## src/rtl/wb_arbiter_pkg.sv

```systemverilog
// Shared constants and requester identifiers for the register-file writeback arbiter.
package wb_arbiter_pkg;

  localparam int REG_AWIDTH = 5;
  localparam int REG_DWIDTH = 32;

  typedef enum logic {
    REQ_ALU = 1'b0,
    REQ_LSU = 1'b1
  } req_id_e;

  localparam logic [REG_AWIDTH-1:0] REG_ZERO = '0;

endpackage

```

## src/rtl/rr_arb2.sv

```systemverilog
// Two-way round-robin arbiter; the priority bit points at the requester that lost last.
module rr_arb2
  import wb_arbiter_pkg::*;
(
  input  logic       r_clk,
  input  logic       r_rst,
  input  logic [1:0] i_req,
  output logic [1:0] o_gnt
);

  req_id_e r_prio;

  always_comb begin
    // NOTE: default assigned first so every path drives o_gnt; no latch is inferred.
    o_gnt = 2'b00;
    if (!r_rst) begin
      if (i_req[REQ_ALU] && i_req[REQ_LSU]) begin
        o_gnt[r_prio] = 1'b1;
      end else begin
        o_gnt = i_req;
      end
    end
  end

  always_ff @(posedge r_clk) begin
    // NOTE: non-blocking assignment for all clocked state avoids ordering races between blocks.
    if (r_rst) begin
      r_prio <= REQ_ALU;
    end else if (o_gnt[REQ_ALU]) begin
      r_prio <= REQ_LSU;
    end else if (o_gnt[REQ_LSU]) begin
      r_prio <= REQ_ALU;
    end
  end

endmodule

```

## src/rtl/wb_arbiter.sv

```systemverilog
// Writeback arbiter: shares the register-file write port between ALU and LSU, with a
// one-entry output stage and a bypass for reads that hit the in-flight write.
module wb_arbiter
  import wb_arbiter_pkg::*;
#(
  parameter int AWIDTH = REG_AWIDTH,
  parameter int DWIDTH = REG_DWIDTH
) (
  input  logic              r_clk,
  input  logic              r_rst,
  input  logic              alu_valid,
  output logic              alu_ready,
  input  logic [AWIDTH-1:0] alu_addr,
  input  logic [DWIDTH-1:0] alu_data,
  input  logic              lsu_valid,
  output logic              lsu_ready,
  input  logic [AWIDTH-1:0] lsu_addr,
  input  logic [DWIDTH-1:0] lsu_data,
  output logic              r_we,
  output logic [AWIDTH-1:0] r_addr_rd,
  output logic [DWIDTH-1:0] r_data_rd,
  input  logic [AWIDTH-1:0] byp_addr_rs1,
  input  logic [AWIDTH-1:0] byp_addr_rs2,
  output logic              byp_hit_rs1,
  output logic              byp_hit_rs2,
  output logic [DWIDTH-1:0] byp_data_rs1,
  output logic [DWIDTH-1:0] byp_data_rs2
);

  logic [1:0]        w_req;
  logic [1:0]        w_gnt;
  logic              w_any;
  logic [AWIDTH-1:0] w_addr;
  logic [DWIDTH-1:0] w_data;

  assign w_req = {lsu_valid, alu_valid};

  rr_arb2 u_rr_arb2 (
    .r_clk (r_clk),
    .r_rst (r_rst),
    .i_req (w_req),
    .o_gnt (w_gnt)
  );

  assign alu_ready = w_gnt[REQ_ALU];
  assign lsu_ready = w_gnt[REQ_LSU];
  assign w_any     = |w_gnt;

  always_comb begin
    w_addr = alu_addr;
    w_data = alu_data;
    if (w_gnt[REQ_LSU]) begin
      w_addr = lsu_addr;
      w_data = lsu_data;
    end
  end

  // Writes to x0 are accepted but never reach the register file.
  always_ff @(posedge r_clk) begin
    if (r_rst) begin
      r_we      <= 1'b0;
      r_addr_rd <= '0;
      r_data_rd <= '0;
    end else if (w_any) begin
      r_we      <= (w_addr != AWIDTH'(REG_ZERO));
      r_addr_rd <= w_addr;
      r_data_rd <= w_data;
    end else begin
      r_we      <= 1'b0;
    end
  end

  assign byp_hit_rs1  = r_we && (r_addr_rd == byp_addr_rs1) && (byp_addr_rs1 != AWIDTH'(REG_ZERO));
  assign byp_hit_rs2  = r_we && (r_addr_rd == byp_addr_rs2) && (byp_addr_rs2 != AWIDTH'(REG_ZERO));
  assign byp_data_rs1 = byp_hit_rs1 ? r_data_rd : '0;
  assign byp_data_rs2 = byp_hit_rs2 ? r_data_rd : '0;

endmodule

```

## config.mk

```make
export PLATFORM = sky130hd
export DESIGN_NAME = wb_arbiter
export DESIGN_NICKNAME = d
export VERILOG_FILES = /design/src/rtl/wb_arbiter_pkg.sv /design/src/rtl/rr_arb2.sv /design/src/rtl/wb_arbiter.sv
export SDC_FILE = /design/constraint.sdc
export NUM_CORES = 1
export LEC_CHECK = 0
export BUFFER_PORTS_ARGS = -buffer_cell sky130_fd_sc_hd__buf_2
export CELL_PAD_IN_SITES_DETAIL_PLACEMENT = 1
export CELL_PAD_IN_SITES_GLOBAL_PLACEMENT = 2
export CORE_MARGIN = 3
export CORE_UTILIZATION = 19
export CTS_CLUSTER_DIAMETER = 120
export DETAILED_ROUTE_END_ITERATION = 12
export GPL_ROUTABILITY_DRIVEN = 0
export PLACE_DENSITY_LB_ADDON = 0.15
export REMOVE_ABC_BUFFERS = 1
export SYNTH_ARGS = -nofsm -noshare
export SYNTH_HDL_FRONTEND = slang
export SYNTH_HIERARCHICAL = 1
export SYNTH_SLANG_ARGS = --single-unit
```

## constraint.sdc

```tcl
create_clock -name r_clk -period 1.8 [get_ports r_clk]
set_input_delay 0.36 -clock r_clk [delete_from_list [all_inputs] [get_ports r_clk]]
set_output_delay 0.36 -clock r_clk [all_outputs]
set_load 0.02 [all_outputs]
```

== After elaboration in Yosys (flattened, before gate mapping) ==
Cells that the tools add are included.

* Order comparisons: 2
* Equality and inequality tests: 2
* Multiplexer cells: 10
* Bitwise operators: 1
* Reductions and logical operators: 12

{| class="wikitable"
|+ Operators by type and width
! cell !! count
|-
| 32-bit two-way mux || 3
|-
| 5-bit nonzero test || 3
|-
| 5-bit equality test || 2
|-
| 1-bit logical AND || 6
|-
| 5-bit two-way mux || 1
|-
| 2-bit two-way mux || 2
|-
| 2-bit OR reduction || 2
|-
| 1-bit two-way mux || 3
|-
| 1-bit by 2-bit < comparator with 1-bit output (second input constant) || 1
|-
| 2-bit nonzero test || 1
|-
| 1-bit demux with 1-bit select || 1
|-
| 1-bit >= comparator (second input constant) || 1
|-
| 1-bit NOT || 1
|}

* Flip-flop bits (word level): 39
* Bits of input ports: 88
* Output and inout port bits: 106
* Logic and storage cells: 31

== Longest topological paths before layout ==
* Word-level depth: 9
* Depth in mapped cells: 8
* Mapped depth without buffers: 5

== Hierarchy ==
The synthesis kept the hierarchy.

{| class="wikitable"
|+ By module, submodules not included
! module !! times used !! cells an instance !! area each (um^2) !! seq. area each (um^2)
|-
| wb_arbiter || 1 || 309 || 2566.2 || 760.7
|-
| rr_arb2 || 1 || 6 || 61.3 || 20.0
|}

== Worst setup path after synthesis ==
OpenSTA, ideal clock, no wires.

* Path type: register -> output
* From: register r_addr_rd[2]
* To: output byp_data_rs2[10]
* Data arrival time: 1.831 ns
* Data required time: 1.440 ns
* Setup slack: -0.391 ns
* Stages on the path, launching flop included: 5
* Buffers on the path: 1
* Cells stage by stage: dfxtp_1 xnor2_1 nand3_1 clkbuf_1 nor4b_1

* Cells in the longest elaborated chain, start to end: 4

{| class="wikitable"
|+ Ends and longest elaborated chain
! item !! line !! RTL
|-
| start: declaration || wb_arbiter.sv:20 || <nowiki>output logic [AWIDTH-1:0] r_addr_rd,</nowiki>
|-
| start signal: assignment || wb_arbiter.sv:66 || <nowiki>r_addr_rd <= w_addr;</nowiki>
|-
| 5-bit equality test || wb_arbiter.sv:74 || <nowiki>assign byp_hit_rs2 = r_we && (r_addr_rd == byp_addr_rs2) && (byp_addr_rs2 != AWIDTH'(REG_ZERO));</nowiki>
|-
| 1-bit logical AND (2 in a row) || wb_arbiter.sv:74 ||
|-
| 32-bit two-way mux || wb_arbiter.sv:76 || <nowiki>assign byp_data_rs2 = byp_hit_rs2 ? r_data_rd : '0;</nowiki>
|-
| end: declaration || wb_arbiter.sv:27 || <nowiki>output logic [DWIDTH-1:0] byp_data_rs2</nowiki>
|}

No other way between the ends.

== Worst setup path in the final report ==
* From: register r_addr_rd[1]
* To: output byp_data_rs2[23]

The elaborated chain is that of the path after synthesis.

==> metrics.txt <==
largest family of logic cells by synthesized area=simple AND/OR/NAND/NOR gates; vias in the first global route=~3300; Routed WL per cell=about 19 um; GRT met2 Usage=29.1%; max-slew violations=0; Achievable Freq=about 450 MHz; H-tree Lvls=2; largest net degree at the start of global routing=35; Post-synth EDFFs=0; post-synthesis mux area share=15.8%; Synth top area share=29.7%; Crit path max-delay family=simple AND/OR/NAND/NOR gates; vias=about 3200; asr flop ratio synth=0%; XOR/XNOR share of the synthesized area=between 2 and 3%; Leak=between 1.5 and 2 nW; Seq/Total Area, Yosys=around 30%; cts bufs inserted=5; DIE AREA=between 15000 and 20000 sq um; # rows=42; final worst path period need=between 2000 and 2500 ps; via/cell ratio=between 4 and 5; most frequent cell after synthesis=nand2_1; adder and majority cell fraction of the synthesized area=0%; DR iter-0 viols=between 80 and 90; CTS sink count=39; Post-Syn Area=2630 sq um; Synth Area in Simple Gates=35.4%; Slowest-stage cell, CP=or4_4; Post-Synthesis Cells=roughly 320; Global Route met1 Usage=19.2%; cell area power density=642 nW/um^2; crit-path max FO=6; Post-synth top flop=dfxtp_1; Worst IR Drop VDD=between 200 and 300 uV; most used routing layer=met2; Yosys reg bits=39; global routing usage on met3=just under 3%; post-synth cell types=29; syn avg cell area=around 8.3 sq um; clk_lat worst skew=approximately 280 ps; Core Box Area=13400 sq um; io pins=approximately 190; Area contributors post-synth=dfxtp_1, nor4b_1, mux2_2, nand2_1, a21oi_1; area leader, netlist=dfxtp_1; commonest cells in the netlist=nand2_1, nor4b_1, dfxtp_1; drt total wl=between 10000 and 15000 um; crit share post-route=124%; PnR worst setup slack=-427 ps; failing checks=setup timing; initial antenna violation count=0; gr usage total=15.8%; Setup crit start kind=flop; status=finished, violations left; fillers=1635; Synth Area in Compound Gates=9.52%; critical path capture point type=output pin; post-DP HPWL=between 9000 and 10000 um; clk root buf=clkbuf_16; DRT Pass-1 Iters=4; Hold Worst Slack=around 320 ps; CP bufs+invs=3; gr ovfl total=0; share of cells above drive strength 1=between 50% and 60%; Die Wd=~120 um; data required time at the worst endpoint=1440 ps; Final Hold Viols=0; Final Setup Violations=66; headroom to the max-slew limit=a little under three quarters; CP arrival=1870 ps; Worst Max-Slew Pin Slew=428 ps; number of diodes=0; worst-case clock buffer depth=2; Starting Density=approximately 20%; I/O Buffers=193; # hold bufs at CTS=0; WS Path Type=flop to output pin; Post-DRT Antenna Nets=0; Max-Cap Viols=0; Die Height=about 120 um; worst hold path class=primary input to flop; YS warnings=6; Setup TNS Final=-27100 ps; RSZ-0062 raised after global routing=true; CTS tree=built; CP cell instances=or4_4 -> a21oi_4 -> buf_12 -> clkbuf_16 -> nor4b_1 -> buf_2; Critical Path Max Stage Delay=~570 ps; DRC viols=0; clk_skew=about 2.4 ps; global-route wire length before repair=approximately 19000 um; Clock Pin Slew Worst Setup and Hold Paths=around 60 ps; Area Growth Syn to Fin=70.7%; nets@finish=607
==> stage by stage <==
stage	util (%)	worst slack (ps)	cells	cell area (sq um)	total power [mW]
final	33.5	-427	696	4490	2.88
after global routing	33.5	-498	696	4490	3.05
after CTS	30.4	-411	686	4080	2.73
after detailed placement	29.3	-134	678	3920	1.84
after global placement	29.3	-90.8	678	3920	1.82
after floorplan	-	-1410	281	2450	1.41
==> cells in the final DEF (no fill, tap or decap), drive strengths merged, types with 3 or more instances in the layout <==
cell,instances
a21oi,39
buf,225
clkbuf,13
dfxtp,39
mux2,36
nand2,73
nand3,3
nor4b,64
xnor2,8
==> final cells by class <==
class                   count  area [sq um]  area share (%)
repair buffers            231          1510            33.7
clock inverters             1          5.00           0.112
multi-input cells         240          1820            40.7
clock buffers               7           133            2.96
well taps                 176           220            4.91
flip-flops and latches     39           785            17.5
inverters                   2          7.51           0.167
==> kinds of logic (layout without fill, tap and decap cells) <==
family / count (synthesis) / count (layout)
buffers and inverters: 36 / 241
flip-flops: 39 / 39
AO/OA/AOI/OAI: 43 / 43
AND/OR/NAND/NOR: 152 / 152
XOR/XNOR: 8 / 8
multiplexers: 37 / 37
==> power breakdown <==
group / switching, mW / internal, mW
combinational: 0.543 / 0.487
sequential: 0.0555 / 0.926
clock: 0.357 / 0.513
total: 0.955 / 1.93
==> path summary, 6_finish.rpt <==
| kind | startpoint | endpoint | slack (ps) | cells past startpoint |
|---|---|---|---|---|
| max | r_addr_rd[1]$_SDFFE_PP0N_ | byp_data_rs2[23] | -430 | 6 |
| min | alu_valid | u_rr_arb2/r_prio$_SDFFE_PP0P_ | 320 | 2 |
| max reg2reg | u_rr_arb2/r_prio$_SDFFE_PP0P_ | r_addr_rd[4]$_SDFFE_PP0N_ | 270 | 6 |
| min reg2reg | u_rr_arb2/r_prio$_SDFFE_PP0P_ | u_rr_arb2/r_prio$_SDFFE_PP0P_ | 520 | 1 |
==> routing by layer <==
| metal | vias to the layer above | share of wire (%) |
|---|---|---|
| met4 | 0 | 0.57 |
| met5 | - | 0 |
| met3 | 4 | 5.4 |
| met1 | 1541 | 43 |
| li1 | 1554 | - |
| met2 | 99 | 51 |
==> flip-flops by register name, indices dropped and copies added, names as in the netlist <==
register          flops
r_addr_rd             5
r_data_rd            32
r_we                  1
u_rr_arb2/r_prio      1
==> what timing repair did <==
action | 4_1_cts | 5_1_grt
setup endpoints to repair | 66 | 68
setup buffers | 0 | 3
hold endpoints to repair | 0 | 0
gates cloned | 0 | 7
resized for setup | 6 | 50
pin swaps | 1 | 3
(Power assumes the default switching activity.)
